File: config.mk
export PLATFORM = sky130hd
export DESIGN_NAME = rotary_multi_ctl
export DESIGN_NICKNAME = d
export VERILOG_FILES = /design/src/rtl/rotary_pkg.sv /design/src/rtl/rotary_multi_ctl_channel.sv /design/src/rtl/rotary_multi_ctl.sv
export SDC_FILE = /design/constraint.sdc
export NUM_CORES = 1
export LEC_CHECK = 0
export ABC_AREA = 1
export BUFFER_PORTS_ARGS = -buffer_cell sky130_fd_sc_hd__buf_2
export CORE_AREA = 10 10 105 107
export DETAILED_ROUTE_END_ITERATION = 8
export DIE_AREA = 0 0 115 117
export PLACE_DENSITY = 0.83
export SYNTH_ARGS = -nofsm -noshare
export SYNTH_HDL_FRONTEND = slang
export SYNTH_SLANG_ARGS = --single-unit
export TNS_END_PERCENT = 30
File: constraint.sdc
create_clock -name clk -period 5.35 [get_ports clk]
set_input_delay 1.3375 -clock clk [delete_from_list [all_inputs] [get_ports clk]]
set_output_delay 1.3375 -clock clk [all_outputs]
set_load 0.01 [all_outputs]
File: src/rtl/rotary_pkg.sv
// Shared types and the quadrature step decoder for the rotary dial controller.
package rotary_pkg;

    typedef logic [1:0] quad_t;

    typedef enum logic [1:0] {
        STEP_NONE,
        STEP_CW,
        STEP_CCW,
        STEP_ILLEGAL
    } step_t;

    // Clockwise order of {B,A}: 00 -> 01 -> 11 -> 10 -> 00.
    function automatic quad_t cw_successor(input quad_t q);
        quad_t nxt;
        case (q)
            2'b00:   nxt = 2'b01;
            2'b01:   nxt = 2'b11;
            2'b11:   nxt = 2'b10;
            default: nxt = 2'b00;
        endcase
        return nxt;
    endfunction

    function automatic step_t quad_decode(input quad_t prev, input quad_t curr);
        step_t step;
        if (prev == curr) begin
            step = STEP_NONE;
        end else if ((prev ^ curr) == 2'b11) begin
            step = STEP_ILLEGAL;
        end else if (curr == cw_successor(prev)) begin
            step = STEP_CW;
        end else begin
            step = STEP_CCW;
        end
        return step;
    endfunction

endpackage

File: src/rtl/rotary_multi_ctl_channel.sv
// One dial: synchroniser, per-bit debouncer, priming, step decode, accumulator,
// position counter, direction pulses and sticky error flag.
module rotary_channel
    import rotary_pkg::*;
#(
    parameter int COUNT_W         = 8,
    parameter int DEBOUNCE_CYCLES = 500,
    parameter int STEPS_PER_EVENT = 4,
    parameter int WRAP            = 1
) (
    input  logic               clk,
    input  logic               reset,
    input  logic [1:0]         rotary_in,
    input  logic               clear,
    output logic [COUNT_W-1:0] position,
    output logic               rotary_cw,
    output logic               rotary_ccw,
    output logic               error,
    output logic               event_next
);

    localparam int DB_W = $clog2(DEBOUNCE_CYCLES + 1);
    // The decode stage sees a debounced change one cycle after it lands, so the
    // gate must stay closed one cycle past the latest possible initial update.
    localparam int PRIME_CYCLES = DEBOUNCE_CYCLES + 3;
    localparam int PRIME_W      = $clog2(PRIME_CYCLES + 2);
    localparam int ACC_W        = 4;
    localparam logic signed [ACC_W-1:0] ACC_SPE = ACC_W'(STEPS_PER_EVENT);
    localparam logic signed [ACC_W-1:0] ACC_ONE = 4'sd1;

    logic [1:0]               r_sync1;
    logic [1:0]               r_sync2;
    quad_t                    w_stable;
    quad_t                    r_ref;
    logic [PRIME_W-1:0]       r_prime_cnt;
    logic                     r_primed;
    logic signed [ACC_W-1:0]  r_acc;
    logic [COUNT_W-1:0]       r_pos;
    logic                     r_cw;
    logic                     r_ccw;
    logic                     r_err;

    step_t                    w_step;
    logic signed [ACC_W-1:0]  w_acc_step;
    logic signed [ACC_W-1:0]  w_acc_next;
    logic                     w_cw_next;
    logic                     w_ccw_next;
    logic                     w_err_set;
    logic [COUNT_W-1:0]       w_pos_next;

    always_ff @(posedge clk or posedge reset) begin
        if (reset) begin
            r_sync1 <= 2'b00;
            r_sync2 <= 2'b00;
        end else begin
            r_sync1 <= rotary_in;
            r_sync2 <= r_sync1;
        end
    end

    generate
        for (genvar gi = 0; gi < 2; gi++) begin : g_db
            logic [DB_W-1:0] r_cnt;
            logic            r_level;

            always_ff @(posedge clk or posedge reset) begin
                if (reset) begin
                    r_cnt   <= '0;
                    r_level <= 1'b0;
                end else if (r_sync2[gi] == r_level) begin
                    r_cnt <= '0;
                end else if (r_cnt == DB_W'(DEBOUNCE_CYCLES)) begin
                    r_level <= r_sync2[gi];
                    r_cnt   <= '0;
                end else begin
                    r_cnt <= r_cnt + 1'b1;
                end
            end

            assign w_stable[gi] = r_level;
        end
    endgenerate

    always_ff @(posedge clk or posedge reset) begin
        if (reset) begin
            r_prime_cnt <= '0;
            r_primed    <= 1'b0;
        end else if (!r_primed) begin
            r_prime_cnt <= r_prime_cnt + 1'b1;
            if (r_prime_cnt == PRIME_W'(PRIME_CYCLES)) begin
                r_primed <= 1'b1;
            end
        end
    end

    // Before priming the reference silently tracks the debounced level.
    assign w_step = r_primed ? quad_decode(r_ref, w_stable) : STEP_NONE;

    always_comb begin
        w_acc_step = '0;
        w_acc_next = r_acc;
        w_cw_next  = 1'b0;
        w_ccw_next = 1'b0;
        w_err_set  = 1'b0;
        case (w_step)
            STEP_CW: begin
                w_acc_step = r_acc[ACC_W-1] ? ACC_ONE : (r_acc + ACC_ONE);
                if (w_acc_step == ACC_SPE) begin
                    w_cw_next  = 1'b1;
                    w_acc_next = '0;
                end else begin
                    w_acc_next = w_acc_step;
                end
            end
            STEP_CCW: begin
                w_acc_step = (!r_acc[ACC_W-1] && (r_acc != '0)) ? -ACC_ONE : (r_acc - ACC_ONE);
                if (w_acc_step == -ACC_SPE) begin
                    w_ccw_next = 1'b1;
                    w_acc_next = '0;
                end else begin
                    w_acc_next = w_acc_step;
                end
            end
            STEP_ILLEGAL: begin
                w_err_set  = 1'b1;
                w_acc_next = '0;
            end
            default: ;
        endcase
    end

    always_comb begin
        w_pos_next = r_pos;
        if (w_cw_next) begin
            if ((WRAP != 0) || (r_pos != '1)) begin
                w_pos_next = r_pos + 1'b1;
            end
        end else if (w_ccw_next) begin
            if ((WRAP != 0) || (r_pos != '0)) begin
                w_pos_next = r_pos - 1'b1;
            end
        end
    end

    always_ff @(posedge clk or posedge reset) begin
        if (reset) begin
            r_ref <= 2'b00;
            r_acc <= '0;
            r_pos <= '0;
            r_cw  <= 1'b0;
            r_ccw <= 1'b0;
            r_err <= 1'b0;
        end else begin
            r_ref <= w_stable;
            r_cw  <= w_cw_next;
            r_ccw <= w_ccw_next;
            // Clear wins over a coincident event: the pulse fires, position stays 0.
            if (clear) begin
                r_acc <= '0;
                r_pos <= '0;
                r_err <= 1'b0;
            end else begin
                r_acc <= w_acc_next;
                r_pos <= w_pos_next;
                if (w_err_set) begin
                    r_err <= 1'b1;
                end
            end
        end
    end

    assign position   = r_pos;
    assign rotary_cw  = r_cw;
    assign rotary_ccw = r_ccw;
    assign error      = r_err;
    assign event_next = w_cw_next | w_ccw_next;

endmodule

File: src/rtl/rotary_multi_ctl.sv
// Multi-dial quadrature controller: one rotary_channel per dial plus the
// combined event flag, registered so it lines up with the per-dial pulses.
module rotary_multi_ctl
    import rotary_pkg::*;
#(
    parameter int NUM_DIALS       = 2,
    parameter int COUNT_W         = 8,
    parameter int DEBOUNCE_CYCLES = 500,
    parameter int STEPS_PER_EVENT = 4,
    parameter int WRAP            = 1
) (
    input  logic                           clk,
    input  logic                           reset,
    input  logic [2*NUM_DIALS-1:0]         rotary_in,
    input  logic [NUM_DIALS-1:0]           clear,
    output logic [NUM_DIALS*COUNT_W-1:0]   position,
    output logic [NUM_DIALS-1:0]           rotary_cw,
    output logic [NUM_DIALS-1:0]           rotary_ccw,
    output logic [NUM_DIALS-1:0]           error,
    output logic                           any_event
);

    logic [NUM_DIALS-1:0] w_event_next;
    logic                 r_any_event;

    generate
        for (genvar gi = 0; gi < NUM_DIALS; gi++) begin : g_dial
            rotary_channel #(
                .COUNT_W        (COUNT_W),
                .DEBOUNCE_CYCLES(DEBOUNCE_CYCLES),
                .STEPS_PER_EVENT(STEPS_PER_EVENT),
                .WRAP           (WRAP)
            ) u_channel (
                .clk       (clk),
                .reset     (reset),
                .rotary_in (rotary_in[2*gi +: 2]),
                .clear     (clear[gi]),
                .position  (position[gi*COUNT_W +: COUNT_W]),
                .rotary_cw (rotary_cw[gi]),
                .rotary_ccw(rotary_ccw[gi]),
                .error     (error[gi]),
                .event_next(w_event_next[gi])
            );
        end
    endgenerate

    always_ff @(posedge clk or posedge reset) begin
        if (reset) begin
            r_any_event <= 1'b0;
        end else begin
            r_any_event <= |w_event_next;
        end
    end

    assign any_event = r_any_event;

endmodule
After elaboration in Yosys (flattened, before gate mapping). Cells that the tools add are included.

Register bits after elaboration: 103. Input bits: 8. Output and inout bits: 23. Logic and storage cells: 158.

$add $sub $neg: 14. Equality and inequality tests: 30. Muxes and demuxes: 58. Bitwise logic cells: 8. Reduce and logical (&&, ||, !) cells: 19.

Operator list (count): 2-to-1 mux 9 bit (8); adder 9 x 1 -> 9 bit, second input constant (6); equality test 9 bit, second input constant (6); 2-to-1 mux 8 bit (6); 2-to-1 mux 4 bit (10); 2-to-1 mux 2 bit (12); case mux 4 bit (3 select lines) (2); 2-to-1 mux 1 bit (18); adder 8 x 1 -> 8 bit, second input constant (2); equality test 2 bit, second input constant (8); nonzero test 4 bit (4); subtractor 8 x 1 -> 8 bit, second input constant (2); case mux 2 bit (3 select lines) (2); adder 4 x 2 -> 4 bit, second input constant (2); equality test 2 x 1 -> 1 bit, second input constant (4); equality test 2 bit (4); equality test 4 x 3 -> 1 bit, second input constant (2); equality test 4 bit, second input constant (2); AND reduction 2 bit (4); subtractor 4 x 2 -> 4 bit, second input constant (2); nonzero test 3 bit (2); equality test 1 bit (4); logical NOT 2 bit (2); inverter 1 bit (4); other kinds (6) (11).

Logic depth before layout (Yosys ltp).
Word-level depth: 14. Gate-level depth with buffers: 21. Mapped depth without buffers: 20.

Modules after synthesis. Synthesis repeated with hierarchy kept, for this count alone.

Cells, all modules: 646. Area, all modules: 5549.1 sq um.

By module, submodules not included: rotary_channel (g_dial[1].u_channel) (instances 1, cells each 318, area each 2771.4 sq um, sequential area each 1276.2 sq um); rotary_channel (g_dial[0].u_channel) (instances 1, cells each 323, area each 2737.6 sq um, sequential area each 1276.2 sq um); rotary_multi_ctl (instances 1, cells each 5, area each 40.0 sq um, sequential area each 25.0 sq um).

Worst setup path after synthesis. Ideal clock, no wire load.

Path type: reg2reg. Start: register g_dial[0].u_channel.g_db[0].r_level. End: register g_dial[0].u_channel.r_pos[5]. Library setup time: 0.117 ns. Data arrival time: 2.485 ns. Required time: 5.233 ns. Setup slack: 2.748 ns. Stages on the path, launching flop included: 19. Path buffers: 1. Period minus slack after synthesis: 2.602 ns. Cell sequence: dfrtp_1 -> xnor2_1 -> inv_1 -> or2_2 -> nand3_1 -> ha_1 -> inv_1 -> nor2_1 -> nand2_1 -> buf_2 -> ha_1 -> a21oi_1 -> nand2_1 -> nand2_1 -> nand3b_1 -> nand2_1 -> nor2_1 -> nand2_1 -> nand2_1.

Longest elaborated chain between the ends: 9. Elaborated cells on any way between the ends: 15. Those cells by class: eq/ne: 5; mux: 8; bitwise: 1; reduce/logical: 1.

Ends and longest elaborated chain: from (decl) (RTL line rotary_multi_ctl_channel.sv:64) `logic r_level;`; from (signal assigned) (RTL line rotary_multi_ctl_channel.sv:73) `r_level <= r_sync2[gi];`; equality test 2 bit / XOR 2 bit (equally long branches) (RTL line rotary_pkg.sv:31, rotary_pkg.sv:29); 2-to-1 mux 2 bit / equality test 2 bit (equally long branches) (RTL line rotary_pkg.sv:31, rotary_pkg.sv:29); 2-to-1 mux 2 bit (RTL line rotary_pkg.sv:29) `end else if ((prev ^ curr) == 2'b11) begin`; 2-to-1 mux 2 bit * (RTL line rotary_pkg.sv:27) `if (prev == curr) begin`; 2-to-1 mux 2 bit * (RTL line rotary_multi_ctl_channel.sv:97) `assign w_step = r_primed ? quad_decode(r_ref, w_stable) : STEP_NONE;`; equality test 2 x 1 -> 1 bit (RTL line rotary_multi_ctl_channel.sv:105) `case (w_step)`; 2-to-1 mux 1 bit (RTL line rotary_multi_ctl_channel.sv:105); 2-to-1 mux 8 bit (RTL line rotary_multi_ctl_channel.sv:134) `if (w_cw_next) begin`; 2-to-1 mux 8 bit (RTL line rotary_multi_ctl_channel.sv:158) `if (clear) begin`; to (signal assigned) (RTL line rotary_multi_ctl_channel.sv:164) `r_pos <= w_pos_next;`; to (decl) (RTL line rotary_multi_ctl_channel.sv:38) `logic [COUNT_W-1:0] r_pos;`.

Mark *: on every way between the ends. The rest lies on a longest branch, timed or not. A chain may end at the register's enable or synchronous reset.

Worst setup path after layout. Same ends and word-level chain as after synthesis.

==> summary.md <==
| Metric | Value |
|---|---|
| Outcome | complete, no violations |
| Pwr dens | 249.3 nW/µm² |
| Vias in the first global route | 4447 |
| Chip Height | 117 µm |
| Slowest-stage cell, CP | ha_1 |
| CP peak stage delay | 0.51 ns |
| Final std cells w/o fill | 852 |
| FP Rows | 35 |
| Yosys warns | 0 |
| PortBufs | 30 |
| HP Start | g_dial[1].u_channel.r_sync1[0]$_DFF_PP0_ |
| I/O pin count | 31 |
| Sequential share of power | 0.534 |
| Root Driver | clkbuf_8 |
| Int Pwr | 1.134 mW |
| Startpoint types | register |
| Starting Density | 0.6315 |
| Synth Area in Compound Gates | 0.04437 |
| DP Cell Count | 836 |
| Setup crit start | g_dial[0].u_channel.g_db[0].r_level$_DFFE_PP0P_ |
| Crit-path cells | xnor2_1 -> inv_1 -> or2_2 -> nand3_1 -> ha_1 -> inv_1 -> nor2_1 -> nand2_1 -> ha_1 -> a21oi_1 -> nand2_1 -> nand2_1 -> nand2_1 -> nand2_1 -> nand2_1 -> nor2_1 -> nand2_1 -> nand2_1 |
| FMAX | 0.3240 GHz |
| Drt wl/cell | 12.13 µm |
| Share of layout cells above drive strength 1 | 0.09042 |
| CTS tree | yes |
| Layout Skew | 0.01427 ns |
| Post-cts sizing count | 0 |
| Diodes inserted | 0 |
| GRT Overall Usage | 0.1600 |
| Core Region | 9021 µm² |
| Top_reg_cell synth | dfrtp_1 |
| Post-synthesis cell area | 5697 µm² |
| CTS Hold Bufs | 0 |
| Switching Power | 0.3952 mW |
| Switching share of power | 0.2585 |
| Largest fanout on the critical path | 19 |
| Mapped Cells | 705 |
| Setup crit end kind | register |
| Layout fillers | 709 |
| DR vias/cell | 5.221 |
| HP Class | reg -> reg |
| CP most frequent cell | nand2_1 |
| Multi-input gate area | 2600 µm² |
| First-pass GRT wire length | 18.25 mm |
| Slew HR | 0.5019 |
| CTS clk-pin slew, worst paths | 0.09 ns |
| Synth-to-layout area growth | 7.643% |
| Setup tns final | 0 ns |
| Number of remaining DRC errors | 0 |
| Unrepaired setup endpoints after global routing | false |
| Iteration-0 DRC Markers | 214 |
| H-tree Lvls | 3 |
| Die X | 115 µm |
| Placed wire-length estimate | 7.654 mm |
| DR pass1 iterations | 4 |
| Largest net degree at the start of global routing | 64 |
| Clock latency on the worst-skew pair | 0.37 ns |
| Slew Limit Fails | 0 |
| Simple-gate portion of the synthesized area | 0.2789 |
| Detailed Route WL | 10.33 mm |
| Vias | 4448 |
| Gr ovfl total | 0 |
| Syn Area/Cell | 8.080 µm² |
| GPL Wtd Cong | 0.8472 |
| Hold Fails Final Rpt | 0 |
| XOR/XNOR share of the synthesized area | 0.05381 |
| Final net count | 778 |
| Crit path max-delay family | simple AND/OR/NAND/NOR gates |
| Crit share post-route | 0.5769 |
| Largest family of logic cells by synthesized area | simple AND/OR/NAND/NOR gates |
| Yosys reg bits | 103 |
| Share of synthesized flip-flops with an asynchronous set or reset | 1.000 |
| DIE AREA | 13460 µm² |
| Setup CP Type | reg -> reg |
| Max VDD drop | 0.2143 mV |
| Final setup fails | 0 |
| Min cycle time layout | 3.086 ns |
| Max clock buf depth | 2 |
| Setup bufs post-CTS | 0 |
| CTS buffer count | 9 |
| Seq/Total Area, Yosys | 0.4524 |
| LEAKAGE | 3.384 nW |
| Synth unique cells | 38 |
| Sink Count | 103 |
| Logic pwr share | 0.123 |
| Antenna violations before repair | 0 |
| Antenna-violating nets left | 0 |
| EDFF count, synth | 0 |
| Mux cell area share after synthesis | 0.001977 |
| Arrival time at the worst endpoint | 3.39 ns |
| Worst-Margin Slew | 0.7472 ns |
| R2R Path Start | g_dial[0].u_channel.g_db[0].r_level$_DFFE_PP0P_ |
| Synth Area in Adders | 0.07731 |
| Syn Nets | 747 |
| Clock power frac | 0.343 |
| Register area | 2577 µm² |
| Worst path bufs/invs | 2 |
| Data required, critical path | 5.66 ns |
| Max-Cap Viols | 0 |
final timing paths:
kind	endpoint	slack, ns	cells past startpoint
max	g_dial[0].u_channel.position[5]$_DFFE_PP0P_	2.26	18
min reg2reg	g_dial[1].u_channel.r_sync2[0]$_DFF_PP0_	0.35	0
min in group asynchronous	g_dial[1].u_channel.rotary_ccw$_DFF_PP0_	1.10	2
max reg2reg	g_dial[0].u_channel.position[5]$_DFFE_PP0P_	2.26	18
max in group asynchronous	g_dial[1].u_channel.r_prime_cnt[7]$_DFFE_PP0N_	3.25	3
min	g_dial[1].u_channel.r_sync2[0]$_DFF_PP0_	0.35	0
routing by layer:
layer	GRT usage	routed length [µm]	vias up
met2	0.2988	5303	63
met4	0.04785	119	0
met1	0.1757	4474	2091
met5	0	0	-
met3	0.03670	434	12
li1	-	-	2282
registers in the layout, summed over array words and instances (netlist names), 4 cells and up:
name	cells
g_dial.u_channel.g_db.r_cnt	36
g_dial.u_channel.g_db.r_level	4
g_dial.u_channel.position	16
g_dial.u_channel.r_acc	8
g_dial.u_channel.r_prime_cnt	18
g_dial.u_channel.r_ref	4
g_dial.u_channel.r_sync1	4
g_dial.u_channel.r_sync2	4
worst register-to-register path: stages (launching register included):
cell,delay (ns)
dfrtp_1,0.46
xnor2_1,0.18
inv_1,0.07
or2_2,0.27
nand3_1,0.11
ha_1,0.15
inv_1,0.04
nor2_1,0.12
nand2_1,0.36
ha_1,0.51
a21oi_1,0.19
nand2_1,0.12
nand2_1,0.10
nand2_1,0.05
nand2_1,0.06
nand2_1,0.06
nor2_1,0.08
nand2_1,0.06
nand2_1,0.06
kinds of logic (layout without fill, tap and decap cells):
| group | after synthesis | in the layout |
|---|---|---|
| simple gates | 357 | 357 |
| buf+inv | 129 | 165 |
| flops | 103 | 103 |
| compound gates | 46 | 46 |
| xor+xnor | 35 | 35 |
| fa+ha+maj | 34 | 34 |
| mux | 1 | 1 |
synth_stat cells (all sizes together), types with 8 or more instances:
cell   count  area (µm²)
nand2    173       654.4
o21ai     12       63.81
a21oi     26       130.1
dfrtp    103        2577
xor2      17       148.9
inv      118       442.9
nor3      14       70.07
xnor2     18       157.7
ha        32       400.4
nor2      74       285.3
nand3     56       312.8
nand4     21       131.4
buf        8       61.30
stage by stage:
stage	setup WS, ns	instance area (µm²)	total power [mW]	hold WS, ns	utilization
CTS	2.256	6132	1.545	0.3562	0.6798
finish	2.264	6132	1.529	0.3530	0.6798
global placement	2.486	5919	1.010	0.3340	0.6562
global route	1.897	6132	1.605	0.3745	0.6798
detailed placement	2.327	5919	1.020	0.3347	0.6562
floorplan	1.309	5697	0.9709	0.3312	-
placed cells by master (no fill, tap or decap), types with 14 or more instances in the layout:
cell type / Yosys / final
nand4_1: 21 / 21
buf_2: 1 / 30
xnor2_1: 18 / 18
a21oi_1: 26 / 26
ha_1: 32 / 32
nand2_1: 171 / 171
inv_1: 113 / 112
nor2_1: 71 / 71
nor3_1: 14 / 14
xor2_1: 17 / 17
dfrtp_1: 103 / 103
nand3_1: 51 / 51
power groups by stage:
stage / registers (mW) / clock network [mW] / logic, mW
finish: 0.817 / 0.524 / 0.188
global route: 0.821 / 0.567 / 0.217
CTS: 0.817 / 0.538 / 0.190
detailed placement: 0.832 / 0 / 0.188
global placement: 0.831 / 0 / 0.179
floorplan: 0.833 / 0 / 0.137
area by class of cell:
class	count	area share
inverter	118	0.07264
clock inverter	5	0.01326
sequential	103	0.4203
clock buffer	11	0.02142
multi-input combinational	473	0.4240
timing repair buffer	31	0.02571
tap	111	0.02265
(Power assumes the default switching activity.)
